**config.mk**
```make
export PLATFORM = sky130hd
export DESIGN_NAME = data_port_arbiter
export DESIGN_NICKNAME = d
export VERILOG_FILES = /design/src/rtl/dp_arb_pkg.sv /design/src/rtl/rsp_tag_pipe.sv /design/src/rtl/data_port_arbiter.sv
export SDC_FILE = /design/constraint.sdc
export NUM_CORES = 1
export LEC_CHECK = 0
export ABC_AREA = 1
export BUFFER_PORTS_ARGS = -buffer_cell sky130_fd_sc_hd__buf_2
export CAP_MARGIN = 30
export CELL_PAD_IN_SITES_DETAIL_PLACEMENT = 0
export CELL_PAD_IN_SITES_GLOBAL_PLACEMENT = 2
export CORE_MARGIN = 10
export CORE_UTILIZATION = 20
export DETAILED_ROUTE_END_ITERATION = 8
export HOLD_SLACK_MARGIN = 0.12
export PLACE_DENSITY = 0.79
export SYNTH_ARGS = -nofsm -noshare
export SYNTH_HDL_FRONTEND = slang
export SYNTH_HIERARCHICAL = 1
export SYNTH_SLANG_ARGS = --single-unit
```
**constraint.sdc**
```tcl
create_clock -name clk -period 2.9 [get_ports clk]
set_input_delay 0.145 -clock clk [delete_from_list [all_inputs] [get_ports clk]]
set_output_delay 0.145 -clock clk [all_outputs]
set_load 0.01 [all_outputs]
```
**src/rtl/dp_arb_pkg.sv**
```systemverilog
// Shared types for the port-B data arbiter: master IDs, lock FSM states and
// the read-response tag that travels alongside each RAM read.
package dp_arb_pkg;

  typedef enum logic {
    MID_M0 = 1'b0,
    MID_M1 = 1'b1
  } mid_e;

  typedef enum logic [1:0] {
    ST_FREE  = 2'd0,
    ST_LOCK0 = 2'd1,
    ST_LOCK1 = 2'd2
  } arb_state_e;

  typedef struct packed {
    logic valid;
    mid_e id;
  } rd_tag_t;

  // The master that is not m; used for round-robin tie breaking.
  function automatic mid_e other_mid(input mid_e m);
    return (m == MID_M0) ? MID_M1 : MID_M0;
  endfunction

endpackage

```
**src/rtl/rsp_tag_pipe.sv**
```systemverilog
// Shift register of read tags matching the RAM read latency. A tag pushed on
// an accepted read emerges at the tail exactly when the RAM data is valid.
module rsp_tag_pipe
  import dp_arb_pkg::*;
#(
  parameter int DEPTH = 1
) (
  input  logic    clk,
  input  logic    reset,
  input  rd_tag_t push_tag,
  output rd_tag_t tail_tag
);

  rd_tag_t stage_q [DEPTH];

  // Advance every stage each cycle; reset drops all in-flight responses.
  // NOTE: the tag stages carry valid bits, so unlike a data-only delay line
  // they must be reset, otherwise stale tags would fire rvalid after reset.
  always_ff @(posedge clk or posedge reset) begin
    if (reset) begin
      for (int i = 0; i < DEPTH; i++) begin
        stage_q[i] <= '{valid: 1'b0, id: MID_M0};
      end
    end else begin
      stage_q[0] <= push_tag;
      for (int i = 1; i < DEPTH; i++) begin
        stage_q[i] <= stage_q[i-1];
      end
    end
  end

  assign tail_tag = stage_q[DEPTH-1];

endmodule

```
**src/rtl/data_port_arbiter.sv**
```systemverilog
// Shares RAM port B between M0 (core load/store) and M1 (DMA/boot loader).
// Round-robin arbitration with an optional bounded master lock; each read is
// tagged so its data is returned to the master that issued it.
module data_port_arbiter
  import dp_arb_pkg::*;
#(
  parameter int ADDR_W   = 32,
  parameter int DATA_W   = 32,
  parameter int READ_LAT = 1,
  parameter int MAX_LOCK = 16
) (
  input  logic              clk,
  input  logic              reset,
  input  logic              m0_req,
  input  logic              m0_we,
  input  logic              m0_lock,
  input  logic [ADDR_W-1:0] m0_addr,
  input  logic [DATA_W-1:0] m0_wdata,
  output logic              m0_gnt,
  output logic              m0_rvalid,
  output logic [DATA_W-1:0] m0_rdata,
  input  logic              m1_req,
  input  logic              m1_we,
  input  logic              m1_lock,
  input  logic [ADDR_W-1:0] m1_addr,
  input  logic [DATA_W-1:0] m1_wdata,
  output logic              m1_gnt,
  output logic              m1_rvalid,
  output logic [DATA_W-1:0] m1_rdata,
  output logic              mem_en,
  output logic              mem_we,
  output logic [ADDR_W-1:0] mem_addr,
  output logic [DATA_W-1:0] mem_wdata,
  input  logic [DATA_W-1:0] mem_rdata
);

  localparam int CNT_W = $clog2(MAX_LOCK + 1);
  localparam logic [CNT_W-1:0] CNT_MAX = CNT_W'(MAX_LOCK);
  localparam logic [CNT_W-1:0] CNT_ONE = CNT_W'(1);

  arb_state_e       state_q, state_d;
  mid_e             last_q, last_d;
  logic [CNT_W-1:0] lock_cnt_q, lock_cnt_d;

  logic             arb_valid;
  mid_e             arb_id;
  logic             gnt_any;
  logic             win_lock;
  logic             lock_hold;
  logic [CNT_W-1:0] cnt_inc;

  rd_tag_t          push_tag;
  rd_tag_t          tail_tag;
  logic [DATA_W-1:0] m0_rdata_q, m1_rdata_q;

  // Pick this cycle's winner: a requesting lock owner first, otherwise
  // single requester, otherwise the master that did not win last.
  // NOTE: every variable gets a default at the top of the block so no path
  // leaves one unassigned, which would infer a latch.
  always_comb begin
    arb_valid = 1'b0;
    arb_id    = MID_M0;
    lock_hold = 1'b0;
    if (state_q == ST_LOCK0 && m0_req) begin
      arb_valid = 1'b1;
      arb_id    = MID_M0;
      lock_hold = 1'b1;
    end else if (state_q == ST_LOCK1 && m1_req) begin
      arb_valid = 1'b1;
      arb_id    = MID_M1;
      lock_hold = 1'b1;
    end else if (m0_req && m1_req) begin
      arb_valid = 1'b1;
      arb_id    = other_mid(last_q);
    end else if (m0_req) begin
      arb_valid = 1'b1;
      arb_id    = MID_M0;
    end else if (m1_req) begin
      arb_valid = 1'b1;
      arb_id    = MID_M1;
    end
  end

  // No grant may be issued while reset is held.
  assign gnt_any  = arb_valid && !reset;
  assign m0_gnt   = gnt_any && (arb_id == MID_M0);
  assign m1_gnt   = gnt_any && (arb_id == MID_M1);
  assign win_lock = (arb_id == MID_M0) ? m0_lock : m1_lock;
  assign cnt_inc  = (lock_cnt_q == CNT_MAX) ? lock_cnt_q : lock_cnt_q + CNT_ONE;

  // Lock owner FSM, lock counter and round-robin history.
  always_comb begin
    state_d    = state_q;
    last_d     = last_q;
    lock_cnt_d = lock_cnt_q;
    if (arb_valid) begin
      last_d = arb_id;
    end
    if (lock_hold) begin
      // Owner transfers: keep the lock unless released or the budget runs out.
      lock_cnt_d = cnt_inc;
      if (!win_lock || cnt_inc == CNT_MAX) begin
        state_d = ST_FREE;
      end
    end else if (arb_valid && win_lock) begin
      // Locking transfer from the free state (or after the owner dropped req).
      lock_cnt_d = CNT_ONE;
      if (MAX_LOCK > 1) begin
        state_d = (arb_id == MID_M0) ? ST_LOCK0 : ST_LOCK1;
      end else begin
        state_d = ST_FREE;
      end
    end else begin
      state_d    = ST_FREE;
      lock_cnt_d = '0;
    end
  end

  // Arbiter state registers.
  // NOTE: sequential state uses non-blocking assignments so all registers
  // update together from pre-edge values.
  always_ff @(posedge clk or posedge reset) begin
    if (reset) begin
      state_q    <= ST_FREE;
      last_q     <= MID_M1;
      lock_cnt_q <= '0;
    end else begin
      state_q    <= state_d;
      last_q     <= last_d;
      lock_cnt_q <= lock_cnt_d;
    end
  end

  // Forward the granted master's request to RAM port B; idle bus is all zero.
  always_comb begin
    mem_en    = 1'b0;
    mem_we    = 1'b0;
    mem_addr  = '0;
    mem_wdata = '0;
    if (gnt_any) begin
      mem_en = 1'b1;
      if (arb_id == MID_M0) begin
        mem_we    = m0_we;
        mem_addr  = m0_addr;
        mem_wdata = m0_wdata;
      end else begin
        mem_we    = m1_we;
        mem_addr  = m1_addr;
        mem_wdata = m1_wdata;
      end
    end
  end

  assign push_tag = '{valid: gnt_any && !mem_we, id: arb_id};

  rsp_tag_pipe #(
    .DEPTH (READ_LAT)
  ) u_tag_pipe (
    .clk      (clk),
    .reset    (reset),
    .push_tag (push_tag),
    .tail_tag (tail_tag)
  );

  assign m0_rvalid = tail_tag.valid && (tail_tag.id == MID_M0);
  assign m1_rvalid = tail_tag.valid && (tail_tag.id == MID_M1);

  // Remember the last returned word per master so rdata holds between responses.
  always_ff @(posedge clk or posedge reset) begin
    if (reset) begin
      m0_rdata_q <= '0;
      m1_rdata_q <= '0;
    end else begin
      if (m0_rvalid) m0_rdata_q <= mem_rdata;
      if (m1_rvalid) m1_rdata_q <= mem_rdata;
    end
  end

  assign m0_rdata = m0_rvalid ? mem_rdata : m0_rdata_q;
  assign m1_rdata = m1_rvalid ? mem_rdata : m1_rdata_q;

endmodule

```
==> run_results.csv, run 1 <==
group,metric,value,unit
pwr,power_leakage,3.77,nW
detailed_routing,viasPerCell,3.84,
final_layout,regArea,1850,um^2
synthesis,synth.distinct_cells,20,
timing,post-route-period-util,0.745,
clock_network,cts_buffers,9,
run,drv_cap,0,
final_layout,diodes,0,
timing,period_needed,2160,ps
clock_network,tritoncts,"yes",
timing,skew,2.71,ps
final_layout,nets,1033,
floorplan,ios,302,
critical_path,critPathMaxFanout,65,
pwr,powerDensity,641,nW/um^2
placement,gp_routability_congestion,0.805,
detailed_routing,top_layer_used,"met4",
timing,hold-worst-slack,135,ps
synthesis,yosysWarnings,6,
clock_network,cts-root-buf,"clkbuf_16",
min_path,hold_path.class,"primary input to flip-flop",
synthesis,synthCells,537,
placement,port_buffers,301,
floorplan,core,19600,um^2
floorplan,dieArea,26100,um^2
floorplan,die_x,161,um
final_layout,syn_to_final_growth,58.2,%
placement,place_area,5680,um^2
timing,rsz0062_at_grt,"false",
clock_network,cts.htree.levels,3,
critical_path,start_kind,"primary input",
synthesis,synth-seq-area-share,0.463,
clock_network,path_clk_slew,60,ps
synthesis,synth_area_leader_cell,"dfrtp_1",
detailed_routing,drcViolationCount,0,
global_route,grt_first_pass_wirelength,25700,um
synthesis,synth_top_family_by_area,"simple AND/OR/NAND/NOR gates",
final_layout,utilization,0.323,
detailed_routing,drt_pass1_iterations,4,
floorplan,row_count,51,
detailed_routing,met2_length,8970,um
detailed_routing,num_vias,4355,
timing,setup-violations-final,0,
synthesis,ys_ff_latch,74,
synthesis,netlist_area,4000,um^2
timing,slew_viol_final,0,
critical_path,critPathKind,"primary input to output port",
global_route,grt.overflow.total,0,
detailed_routing,routedWlPerCell,14.9,um
synthesis,avgSynthCellArea,7.45,um^2
synthesis,synthSimpleGateAreaFrac,0.334,
clock_network,numClockSinks,74,
final_layout,drive_gt1_frac,0.442,
timing,max_freq,463,MHz
global_route,track_usage,0.124,
clock_network,cts_max_path_buffers,2,
run_status,status,"finished clean",
synthesis,synth_xor_area_frac,0,
synthesis,netlist_top_cells_area,"dfrtp_1, nand2_1, nand2_2, o21ai_0, inv_1",
pwr,p_total,4.05,mW
synthesis,synthMuxAreaShare,0,
floorplan,die_h,161,um
critical_path,cp-end-kind,"output port",
timing,fin_tns_setup,0,ps
final_layout,fillCellCount,2153,
global_route,grt_max_degree,73,
timing,finalHoldViolCount,0,
timing,slew_headroom,0.673,
detailed_routing,wl,16900,um
final_layout,fin_area,6330,um^2
placement,place_hpwl,13500,um
final_layout,multiInputGateArea,1700,um^2
critical_path,required,2760,ps
detailed_routing,ant_nets,0,
timing,worstMarginPinSlew,490,ps
clock_network,ctsResizeCount,0,
clock_network,insertion_delay,330,ps
detailed_routing,drt_iter0_markers,314,
synthesis,syn_nets,707,
synthesis,synth_top_area_frac,0.457,
global_route,grt_pass1_vias,4388,
detailed_routing,met3_length,1190,um
detailed_routing,wl_met1,6450,um
synthesis,synth-adder-area-share,0.00626,
floorplan,start_util,0.204,
synthesis,synth_compound_area_frac,0.0845,
critical_path,critPathArrivalTime,2020,ps
pwr,irDropWorstVdd,0.490,mV
global_route,antenna_found_initial,0,
## flip-flops by register name (all words and copies together), names as in the netlist
name,flops
last_q,1
lock_cnt_q,5
m0_rdata_q,32
m1_rdata_q,32
state_q,2
u_tag_pipe/tail_tag,2
## report_power, final
part | internal [mW] | switching [mW]
Sequential | 1.38 | 0.0933
Combinational | 0.624 | 0.955
Clock | 0.576 | 0.430
Total | 2.58 | 1.48
## layout by cell type, fill, tap and decap left out, types with 2 or more instances in the layout
cell type      instances
o21ai_0               64
a21oi_1                2
dlygate4sd3_1         35
nand2_2               53
nor2_1                13
clkinv_2               4
dfrtp_1               73
nand4_1                3
nand2_1              236
nand3_1                8
buf_2                301
buf_12                 4
inv_2                  5
ha_1                   2
inv_1                 47
clkbuf_16              9
## logic make-up (layout without fill, tap and decap cells)
kind of cell | count (synthesis) | after routing
adder cells (fa/ha/maj) | 2 | 2
buffers and inverters | 80 | 411
AND/OR/NAND/NOR | 314 | 314
AO/OA/AOI/OAI | 67 | 67
flip-flops | 74 | 74
## per-stage QoR
stage,instances,setup slack [ps]
2_1_floorplan,537,469
3_3_place_gp,1081,1170
3_5_place_dp,1081,1160
4_1_cts,1131,734
5_1_grt,1133,615
6_report,1133,739
## area by class of cell
class,instances,area share
Timing Repair Buffer,342,0.312
Sequential cell,74,0.293
Multi-Input combinational cell,383,0.269
Tap cell,265,0.0524
Clock buffer,9,0.0356
Inverter,53,0.0318
Clock inverter,7,0.00712
## layer usage
metal	up-vias	global-route usage
li1	2288	-
met1	1895	0.132
met2	152	0.229
met3	20	0.0412
met4	0	0.0352
met5	-	0
## synth_stat cells
cell type and instances:
inv_1 48, dfstp_2 1, dfrtp_1 73, a21oi_1 2, buf_2 3, buf_6 6, nor2_1 13, buf_1 1
nand3_1 8, o21bai_1 1, clkbuf_1 11, o21ai_0 64, inv_2 4, nand4_1 3, inv_4 1, nand2_1 237
ha_1 2, buf_12 6, nand2_2 52, nand2_4 1
## final timing paths
path,slack [ps],to,cells past startpoint,from
setup / recovery,740,mem_addr[31],12,m1_req
hold / removal,140,m1_rdata_q[24],3,mem_rdata[24]
setup reg to reg,1200,u_tag_pipe/tail_tag[1],9,last_q
hold reg to reg,470,last_q,2,last_q
max in group asynchronous,2000,last_q,5,reset
min in group asynchronous,270,u_tag_pipe/tail_tag[1],3,reset
## repair_timing
item | CTS | global route
setup endpoints to repair | 0 | 0
setup buffers | 0 | 0
endpoints found under the hold margin | 56 | 1
hold buffers | 34 | 1
## critical path, stage by stage
cell and delay (ps):
dlygate4sd3_1 540, buf_2 130, nand3_1 110, nand2_2 100
nand2_4 80, inv_4 70, nand2_2 40, inv_2 60
buf_12 330, nand2_1 160, nand2_1 90, buf_2 130
Power figures use the tool's default switching activity.
==> run 2, diff against run 1 <==
- CORE_UTILIZATION: 20 -> 18
- PLACE_DENSITY: 0.79 -> 0.75
- clock period: 2.9 -> 1.85 ns (I/O delays scaled with it)
==> run_results.csv, run 2 (synthesis gave the netlist of run 1 again) <==
group,metric,value,unit
clock_network,cts_buffers,9,
timing,slew_headroom,0.771,
timing,slew_viol_final,0,
placement,port_buffers,301,
detailed_routing,drt_iter0_markers,162,
critical_path,start_kind,"flip-flop",
global_route,grt_max_degree,67,
final_layout,syn_to_final_growth,76.1,%
global_route,grt_pass1_vias,4447,
detailed_routing,drt_pass1_iterations,4,
final_layout,layout_commonest_cell,"buf_2",
min_path,min_to,"last_q",
timing,fin_tns_setup,-127,ps
critical_path,critPathArrivalTime,1780,ps
placement,gp_routability_congestion,0.781,
detailed_routing,ant_nets,0,
clock_network,cts-root-buf,"clkbuf_16",
timing,post-route-period-util,1.01,
final_layout,utilization,0.323,
final_layout,final_cell_mix,"buf_2, nand2_1, nand2_2, dfrtp_1, o21ai_0",
clock_network,cts_max_path_buffers,2,
timing,setup-violations-final,15,
floorplan,core,21800,um^2
pwr,irDropWorstVdd,0.593,mV
critical_path,critPathKind,"flip-flop to output port",
detailed_routing,routedWlPerCell,15.4,um
placement,place_hpwl,13700,um
final_layout,drive_gt1_frac,0.512,
placement,pre_cts_ws,265,ps
critical_path,worstReg2RegStart,"last_q",
global_route,grt.overflow.total,0,
pwr,p_total,6.92,mW
clock_network,insertion_delay,330,ps
critical_path,reg2reg_setup_slack,80,ps
timing,rsz0062_at_grt,"true",
min_path,hold_path_depth,5,
floorplan,die_h,169,um
timing,hold-worst-slack,189,ps
detailed_routing,drcViolationCount,0,
clock_network,tritoncts,"yes",
final_layout,nets,1047,
pwr,powerDensity,983,nW/um^2
critical_path,reg2regPathDepth,9,
global_route,track_usage,0.114,
critical_path,crit_start,"last_q",
run_status,violations,"negative setup slack",
timing,worstMarginPinSlew,343,ps
floorplan,row_count,54,
final_layout,top_regs,"m0_rdata_q (32), m1_rdata_q (32), lock_cnt_q (5)",
clock_network,cts.htree.levels,3,
timing,final.setup.worst_slack,-24.8,ps
min_path,hold_path.class,"primary input to flip-flop",
detailed_routing,viasPerCell,3.83,
timing,finalHoldViolCount,0,
clock_network,path_clk_slew,60,ps
timing,max_freq,533,MHz
floorplan,dieArea,28600,um^2
run_status,status,"finished with violations",
floorplan,start_util,0.183,
run,drv_cap,0,
min_path,hold_start,"m1_req",
critical_path,required,1760,ps
critical_path,critPathMaxFanout,10,
timing,skew,5.25,ps
clock_network,numClockSinks,74,
floorplan,die_x,169,um
global_route,grt_first_pass_wirelength,26000,um
critical_path,cp-end-kind,"output port",
floorplan,ios,302,
detailed_routing,wl,18000,um
pwr,power_leakage,3.94,nW
detailed_routing,num_vias,4460,
global_route,antenna_found_initial,1,
timing,period_needed,1870,ps
critical_path,timing.rr.end,"u_tag_pipe/tail_tag[1]",
## run 2: layout make-up
cell class                 instances  area [um^2]
fill                            2410        14800
clock inverter                     3         46.3
inverter                          53          225
multi-input combinational        383         1860
sequential                        74         1850
timing repair buffer             356         2440
tap                              280          350
antenna                            1         2.50
clock buffer                      13          270
## run 2: worst max-delay path by stage
stage                               to  slack (ps)
after floorplan            mem_addr[0]          -8
after global placement    mem_addr[15]         250
after detailed placement  mem_addr[15]         260
after CTS                 mem_addr[15]         -90
after global routing      mem_wdata[9]        -120
final                     mem_wdata[9]         -20
## run 2: power by group
group          switching [mW]  internal [mW]
logic                    1.58           1.19
clock network           0.680           1.16
registers               0.153           2.16
## run 2: worst max-delay path: stages (launching register included)
cell and delay (ps):
dfstp_2 520, nand2_1 50, nand2_1 70, nand2_2 70
nand2_4 110, inv_4 60, nand2_4 80, inv_8 60
clkbuf_16 180, nand2_2 70, nand2_2 40, buf_4 140
## run 2: metrics by stage
step           std cells  area [um^2]
6_report            1163         7040
5_1_grt             1163         7040
4_1_cts             1157         6710
3_3_place_gp        1100         5870
3_5_place_dp        1101         5900
2_1_floorplan        537         4130
## run 2: layer usage
metal / GRT usage / share of wire / up-vias
met2: 0.207 / 0.53 / 157
met1: 0.124 / 0.39 / 1978
met5: 0 / 0 / -
met3: 0.0359 / 0.073 / 11
li1: - / - / 2314
met4: 0.0308 / 0.0089 / 0
## run 2: repair_timing
item / CTS / global route
hold endpoints to repair: 143 / 0
setup buffers: 1 / 0
pin swaps: 0 / 3
endpoints found under the setup margin: 67 / 91
cloned: 1 / 5
resized for setup: 19 / 49
hold buffers: 38 / 0
